--- src/rtl/ps2_code_decoder_pkg.sv ---
// Shared PS/2 definitions: decoder state type, default prefix bytes and
// the prefix-transition helper used by the scan-code decoder.
package ps2_code_decoder_pkg;

  typedef enum logic [1:0] {
    IDLE   = 2'd0,
    GOT_E  = 2'd1,
    GOT_F  = 2'd2,
    GOT_EF = 2'd3
  } ps2_state_e;

  localparam logic [7:0] PS2_BRK_CODE = 8'hF0;
  localparam logic [7:0] PS2_EXT_CODE = 8'hE0;

  // Prefixes accumulate in either order; a repeated prefix keeps the state.
  function automatic ps2_state_e prefix_next(input ps2_state_e cur, input logic is_brk);
    ps2_state_e nxt;
    nxt = cur;
    unique case (cur)
      IDLE:    nxt = is_brk ? GOT_F  : GOT_E;
      GOT_E:   nxt = is_brk ? GOT_EF : GOT_E;
      GOT_F:   nxt = is_brk ? GOT_F  : GOT_EF;
      GOT_EF:  nxt = GOT_EF;
      default: nxt = IDLE;
    endcase
    return nxt;
  endfunction

endpackage

--- src/rtl/ps2_code_decoder_if.sv ---
// Byte-stream input and decoded-event output bundle of the PS/2 decoder.
interface ps2_code_decoder_if #(
  parameter int DATA_W = 8
);
  logic              rx_done;
  logic [DATA_W-1:0] din;
  logic              code_valid;
  logic [DATA_W-1:0] code;
  logic              ext;
  logic              brk;
  logic              rpt;
  logic              bandera;
  logic              err_tmo;

  modport master (
    output rx_done, din,
    input  code_valid, code, ext, brk, rpt, bandera, err_tmo
  );

  modport slave (
    input  rx_done, din,
    output code_valid, code, ext, brk, rpt, bandera, err_tmo
  );
endinterface

--- src/rtl/ps2_code_decoder.sv ---
// PS/2 scan-code decoder: assembles make/break events from prefix bytes,
// marks typematic repeats and abandons stuck prefixes after a timeout.
module ps2_code_decoder
  import ps2_code_decoder_pkg::*;
#(
  parameter int                DATA_W      = 8,
  parameter logic [DATA_W-1:0] BRK_CODE    = DATA_W'(PS2_BRK_CODE),
  parameter logic [DATA_W-1:0] EXT_CODE    = DATA_W'(PS2_EXT_CODE),
  parameter int                TIMEOUT_CYC = 100000,
  parameter int                TMO_W       = $clog2(TIMEOUT_CYC + 1)
) (
  input logic               clk,
  input logic               reset,
  ps2_code_decoder_if.slave bus
);

  ps2_state_e        state;
  logic [TMO_W-1:0]  tmo_cnt;
  logic              lm_valid;
  logic              lm_ext;
  logic [DATA_W-1:0] lm_code;

  logic       is_brk;
  logic       is_prefix;
  logic       expire;
  logic       ev_ext;
  logic       ev_brk;
  logic       lm_hit;
  ps2_state_e pre_state;

  always_comb begin
    is_brk    = (bus.din == BRK_CODE);
    is_prefix = is_brk || (bus.din == EXT_CODE);
    expire    = (state != IDLE) && (tmo_cnt == TMO_W'(TIMEOUT_CYC));
    ev_ext    = (state == GOT_E) || (state == GOT_EF);
    ev_brk    = (state == GOT_F) || (state == GOT_EF);
    lm_hit    = (lm_ext == ev_ext) && (lm_code == bus.din);
    pre_state = prefix_next(state, is_brk);
  end

  always_ff @(posedge clk or negedge reset) begin
    if (!reset) begin
      state          <= IDLE;
      tmo_cnt        <= '0;
      lm_valid       <= 1'b0;
      lm_ext         <= 1'b0;
      lm_code        <= '0;
      bus.code_valid <= 1'b0;
      bus.code       <= '0;
      bus.ext        <= 1'b0;
      bus.brk        <= 1'b0;
      bus.rpt        <= 1'b0;
      bus.bandera    <= 1'b0;
      bus.err_tmo    <= 1'b0;
    end else begin
      bus.code_valid <= 1'b0;
      bus.err_tmo    <= 1'b0;
      // An arriving byte takes priority over a timeout expiring this cycle.
      if (bus.rx_done) begin
        tmo_cnt <= '0;
        if (is_prefix) begin
          state       <= pre_state;
          bus.bandera <= (pre_state == GOT_F) || (pre_state == GOT_EF);
        end else begin
          state          <= IDLE;
          bus.bandera    <= 1'b0;
          bus.code_valid <= 1'b1;
          bus.code       <= bus.din;
          bus.ext        <= ev_ext;
          bus.brk        <= ev_brk;
          if (ev_brk) begin
            bus.rpt <= 1'b0;
            if (lm_hit) lm_valid <= 1'b0;
          end else begin
            bus.rpt  <= lm_valid && lm_hit;
            lm_valid <= 1'b1;
            lm_ext   <= ev_ext;
            lm_code  <= bus.din;
          end
        end
      end else if (expire) begin
        state       <= IDLE;
        tmo_cnt     <= '0;
        bus.bandera <= 1'b0;
        bus.err_tmo <= 1'b1;
      end else if (state != IDLE) begin
        tmo_cnt <= tmo_cnt + 1'b1;
      end
    end
  end

endmodule

--- src/flat_wrapper.sv ---
// flat-port wrapper written by rule: the top's interface ports become plain ports
module ps2_code_decoder_flat import ps2_code_decoder_pkg::*;
#(
  parameter int                DATA_W      = 8,
  parameter logic [DATA_W-1:0] BRK_CODE    = DATA_W'(PS2_BRK_CODE),
  parameter logic [DATA_W-1:0] EXT_CODE    = DATA_W'(PS2_EXT_CODE),
  parameter int                TIMEOUT_CYC = 100000,
  parameter int                TMO_W       = $clog2(TIMEOUT_CYC + 1)
)
  (clk, reset, bus_rx_done, bus_din, bus_code_valid, bus_code, bus_ext, bus_brk, bus_rpt, bus_bandera, bus_err_tmo);
  ps2_code_decoder_if #(.DATA_W(DATA_W)) bus_i ();
  input logic clk;
  input logic reset;
  input wire logic [$bits(bus_i.rx_done)-1:0] bus_rx_done;
  input wire logic [$bits(bus_i.din)-1:0] bus_din;
  output wire logic [$bits(bus_i.code_valid)-1:0] bus_code_valid;
  output wire logic [$bits(bus_i.code)-1:0] bus_code;
  output wire logic [$bits(bus_i.ext)-1:0] bus_ext;
  output wire logic [$bits(bus_i.brk)-1:0] bus_brk;
  output wire logic [$bits(bus_i.rpt)-1:0] bus_rpt;
  output wire logic [$bits(bus_i.bandera)-1:0] bus_bandera;
  output wire logic [$bits(bus_i.err_tmo)-1:0] bus_err_tmo;
  assign bus_i.rx_done = bus_rx_done;
  assign bus_i.din = bus_din;
  assign bus_code_valid = bus_i.code_valid;
  assign bus_code = bus_i.code;
  assign bus_ext = bus_i.ext;
  assign bus_brk = bus_i.brk;
  assign bus_rpt = bus_i.rpt;
  assign bus_bandera = bus_i.bandera;
  assign bus_err_tmo = bus_i.err_tmo;
  ps2_code_decoder #(.DATA_W(DATA_W), .BRK_CODE(BRK_CODE), .EXT_CODE(EXT_CODE), .TIMEOUT_CYC(TIMEOUT_CYC), .TMO_W(TMO_W)) u_core (.clk(clk), .reset(reset), .bus(bus_i));
endmodule
--- config.mk ---
export PLATFORM = sky130hd
export DESIGN_NAME = ps2_code_decoder_flat
export DESIGN_NICKNAME = d
export VERILOG_FILES = /design/src/rtl/ps2_code_decoder_pkg.sv /design/src/rtl/ps2_code_decoder_if.sv /design/src/rtl/ps2_code_decoder.sv /design/src/flat_wrapper.sv
export SDC_FILE = /design/constraint.sdc
export NUM_CORES = 1
export LEC_CHECK = 0
export CORE_AREA = 5 5 90 92
export DETAILED_ROUTE_END_ITERATION = 10
export DIE_AREA = 0 0 95 97
export HOLD_SLACK_MARGIN = 0.03
export PLACE_DENSITY = 0.44
export SLEW_MARGIN = 5
export SYNTH_ARGS = -nofsm -noshare
export SYNTH_HDL_FRONTEND = slang
export SYNTH_SLANG_ARGS = --single-unit
--- constraint.sdc ---
create_clock -name clk -period 3.9 [get_ports clk]
set_input_delay 0.585 -clock clk [delete_from_list [all_inputs] [get_ports clk]]
set_output_delay 0.585 -clock clk [all_outputs]
set_load 0.005 [all_outputs]
==> impl_metrics.tcl <==
set metrics [dict create \
    crit_chain "clkdlybuf4s50_1 > inv_1 > a21o_1 > nor2_1 > buf_4 > mux2_2" \
    rsz0062_at_grt "no" \
    insertion_delay_ns 0.30 \
    viasPerCell 4.59 \
    syn_area_per_cell_um2 10.3 \
    vias 1516 \
    fin_nets 243 \
    drt_first_pass_iters 4 \
    ys_seq_area_share_pct 51.2 \
    h-tree-depth 2 \
    cp-endpoint "u_core.lm_code[5]" \
    utilization_pct 35.4 \
    hpwlAfterDp_mm 3.42 \
    synth_top_area_share_pct 51.2 \
    power_density_mw_per_mm2 338 \
    numPortBuffers 24 \
    fmax_ghz 0.387 \
    cts_max_path_buffers 2 \
    synth_area_leaders "dfrtp_1 (51%), nand2_1 (5.4%), xnor2_1 (5.0%)" \
    arrival_ns 2.77 \
    cts.clk_slew.worst_paths_ns 0.09 \
    cp.required_ns 4.09 \
    setup-violations-final 0 \
    clock-sinks 43 \
    setup_ws_ns 1.32 \
    post-route-period-util_pct 66.2 \
    yosysMostFrequentCell "dfrtp_1" \
    cellLeakagePower_nw 1.07 \
    power_uw 855 \
    cts_buffers 5 \
    die_h_um 97 \
    grt_usage_pct 11.6 \
    grt_max_degree 44 \
    row_count 31 \
    rr_worst_depth 4 \
    fp.coreArea_mm2 0.00714 \
    start_util_pct 29.5 \
    finalWeightedCongestion 0.771 \
    crit_fanout 12 \
    cts_hold_buf 0 \
    final_max_slew_viol_count 0 \
    grt.overflow.total 0 \
    drc 0 \
    synthToLayoutAreaGrowth_pct 20.2 \
    maxSlewHeadroom_pct 34.8 \
    synth_flop_cell "dfrtp_1" \
    yosys_warnings 0 \
    ant_nets 0 \
    period_minus_slack_ns 2.58 \
    status "completed" \
    maxCapViolCount 0 \
    synth_fp_nets 218 \
    fp.dieW_um 95 \
    finalClockSkew_ns 0.00250 \
    ys_ff_latch 43 \
    drt_iter0_drc 101 \
    startpoint_type "input port" \
    crit_type "input port to flip-flop" \
    synthCells 205 \
    reg2reg_from "u_core.state[1]" \
    reg2reg_slack_ns 2.00 \
    post_cts_buffers 0 \
    cpMaxStageDelayCell "clkdlybuf4s50_1" \
    diodes 0 \
    pre_cts_ws_ns 0.954 \
    die_area_mm2 0.00922 \
    synth_area_mm2 0.00210 \
    synth_top_cells_by_count "dfrtp_1 (43), nand2_1 (30), nor2_1 (27), xnor2_1 (12)" \
    crit_start "bus_rx_done" \
    postCtsResizedCells 0 \
    synth_edf_count 0 \
    timing.critical_path.to_type "flip-flop" \
    io_pins 25 \
    ir_worst_vdd_v 0.000149 \
    finalHoldViolCount 0 \
    async_flop_share_pct 100 \
    rr_endpoint "u_core.tmo_cnt[15]" \
    worstMarginPinSlew_ns 0.978 \
    ys_types 40 \
    wl_per_cell_um 14.6 \
    fin_setup_tns_ns 0 \
    antenna_found_initial 0 \
    grt_pass1_wl_mm 8.43 \
    drive_gt1_share_pct 11.7 \
    grt_pass1_vias 1613 \
    wirelength_mm 4.83 \
    cts_root_buffer "clkbuf_8" \
    yosysTopAreaCell "dfrtp_1" \
    hp-class "input port to asynchronous set/reset pin" \
    cts_tree "yes" \
    slowest_delay_ns 0.76 \
]
==> power by group <==
part	internal, mW	switching, mW
combinational	0.0444	0.0430
clock	0.125	0.168
sequential	0.463	0.0111
==> placed cells by master, fill, tap and decap left out, drive strengths merged, types with 2 or more instances in the layout <==
master / instances
buf: 3
a31o: 2
mux2: 9
xnor2: 12
xor2: 9
dfrtp: 43
o21ai: 3
clkinvlp: 2
inv: 6
nor2: 27
nor4b: 4
nand3: 7
clkbuf: 5
nand4: 8
nor3: 5
ha: 2
clkdlybuf4s50: 23
clkinv: 2
nor4: 8
o31ai: 3
a21oi: 3
nand2: 30
==> cells by family after synthesis <==
group / after synthesis / share of synthesized area [%]
AOI/OAI and AO/OA: 17 / 6.13
adders and majority gates: 2 / 1.19
buffers and inverters: 15 / 3.03
and+or+nand+nor: 97 / 24.5
xor gates and xnor gates: 21 / 8.74
DFF: 43 / 51.2
muxes: 10 / 5.29
==> routing by layer <==
metal / track usage (%) / vias to the layer above / part of all wire, %
li1: - / 759 / -
met1: 16.7 / 734 / 52
met2: 17.0 / 17 / 44
met3: 2.64 / 6 / 2.5
met4: 4.00 / 0 / 1.7
met5: 0 / - / 0
==> worst min-delay path by stage <==
stage,to,depth (start not counted),startpoint,slack [ns]
2_1_floorplan,u_core.bus.bandera,0,reset,0.29
3_3_place_gp,u_core.bus.code[4],2,u_core.bus.code[4],0.47
3_5_place_dp,u_core.bus.code[3],2,u_core.bus.code[3],0.47
4_1_cts,u_core.tmo_cnt[4],1,reset,0.49
5_1_grt,u_core.bus.code[6],2,u_core.bus.code[6],0.51
6_report,u_core.tmo_cnt[4],1,reset,0.44
==> layout make-up <==
class	count	area, µm²
Tap cell	99	124
Clock inverter	3	20.0
Multi-Input combinational cell	147	963
Sequential cell	43	1080
Fill cell	755	4610
Inverter	7	26.3
Timing Repair Buffer	26	250
Clock buffer	5	68.8
==> metrics by stage <==
step / instance area (µm²) / hold slack (ns) / cells
after floorplan: 2100 / 0.289 / 205
after global placement: 2440 / 0.471 / 322
after detailed placement: 2440 / 0.472 / 322
after CTS: 2530 / 0.486 / 330
after global routing: 2530 / 0.508 / 330
final: 2530 / 0.441 / 330
==> critical path: cells and delay by family <==
kind	cells	cell delay, ns
AOI/OAI and AO/OA	1	0.34
buffers and inverters	3	1.21
muxes	1	0.34
and+or+nand+nor	1	0.29
==> flip-flops by register name, summed over array words and instances, names as in the netlist <==
signal / cells
u_core.tmo_cnt: 17
u_core.bus.code: 8
u_core.lm_code: 8
u_core.state: 2
u_core.bus.bandera: 1
u_core.bus.brk: 1
u_core.bus.code_valid: 1
u_core.bus.err_tmo: 1
u_core.bus.ext: 1
u_core.bus.rpt: 1
u_core.lm_ext: 1
u_core.lm_valid: 1
Note: power is estimated with default switching activity, not from simulation.
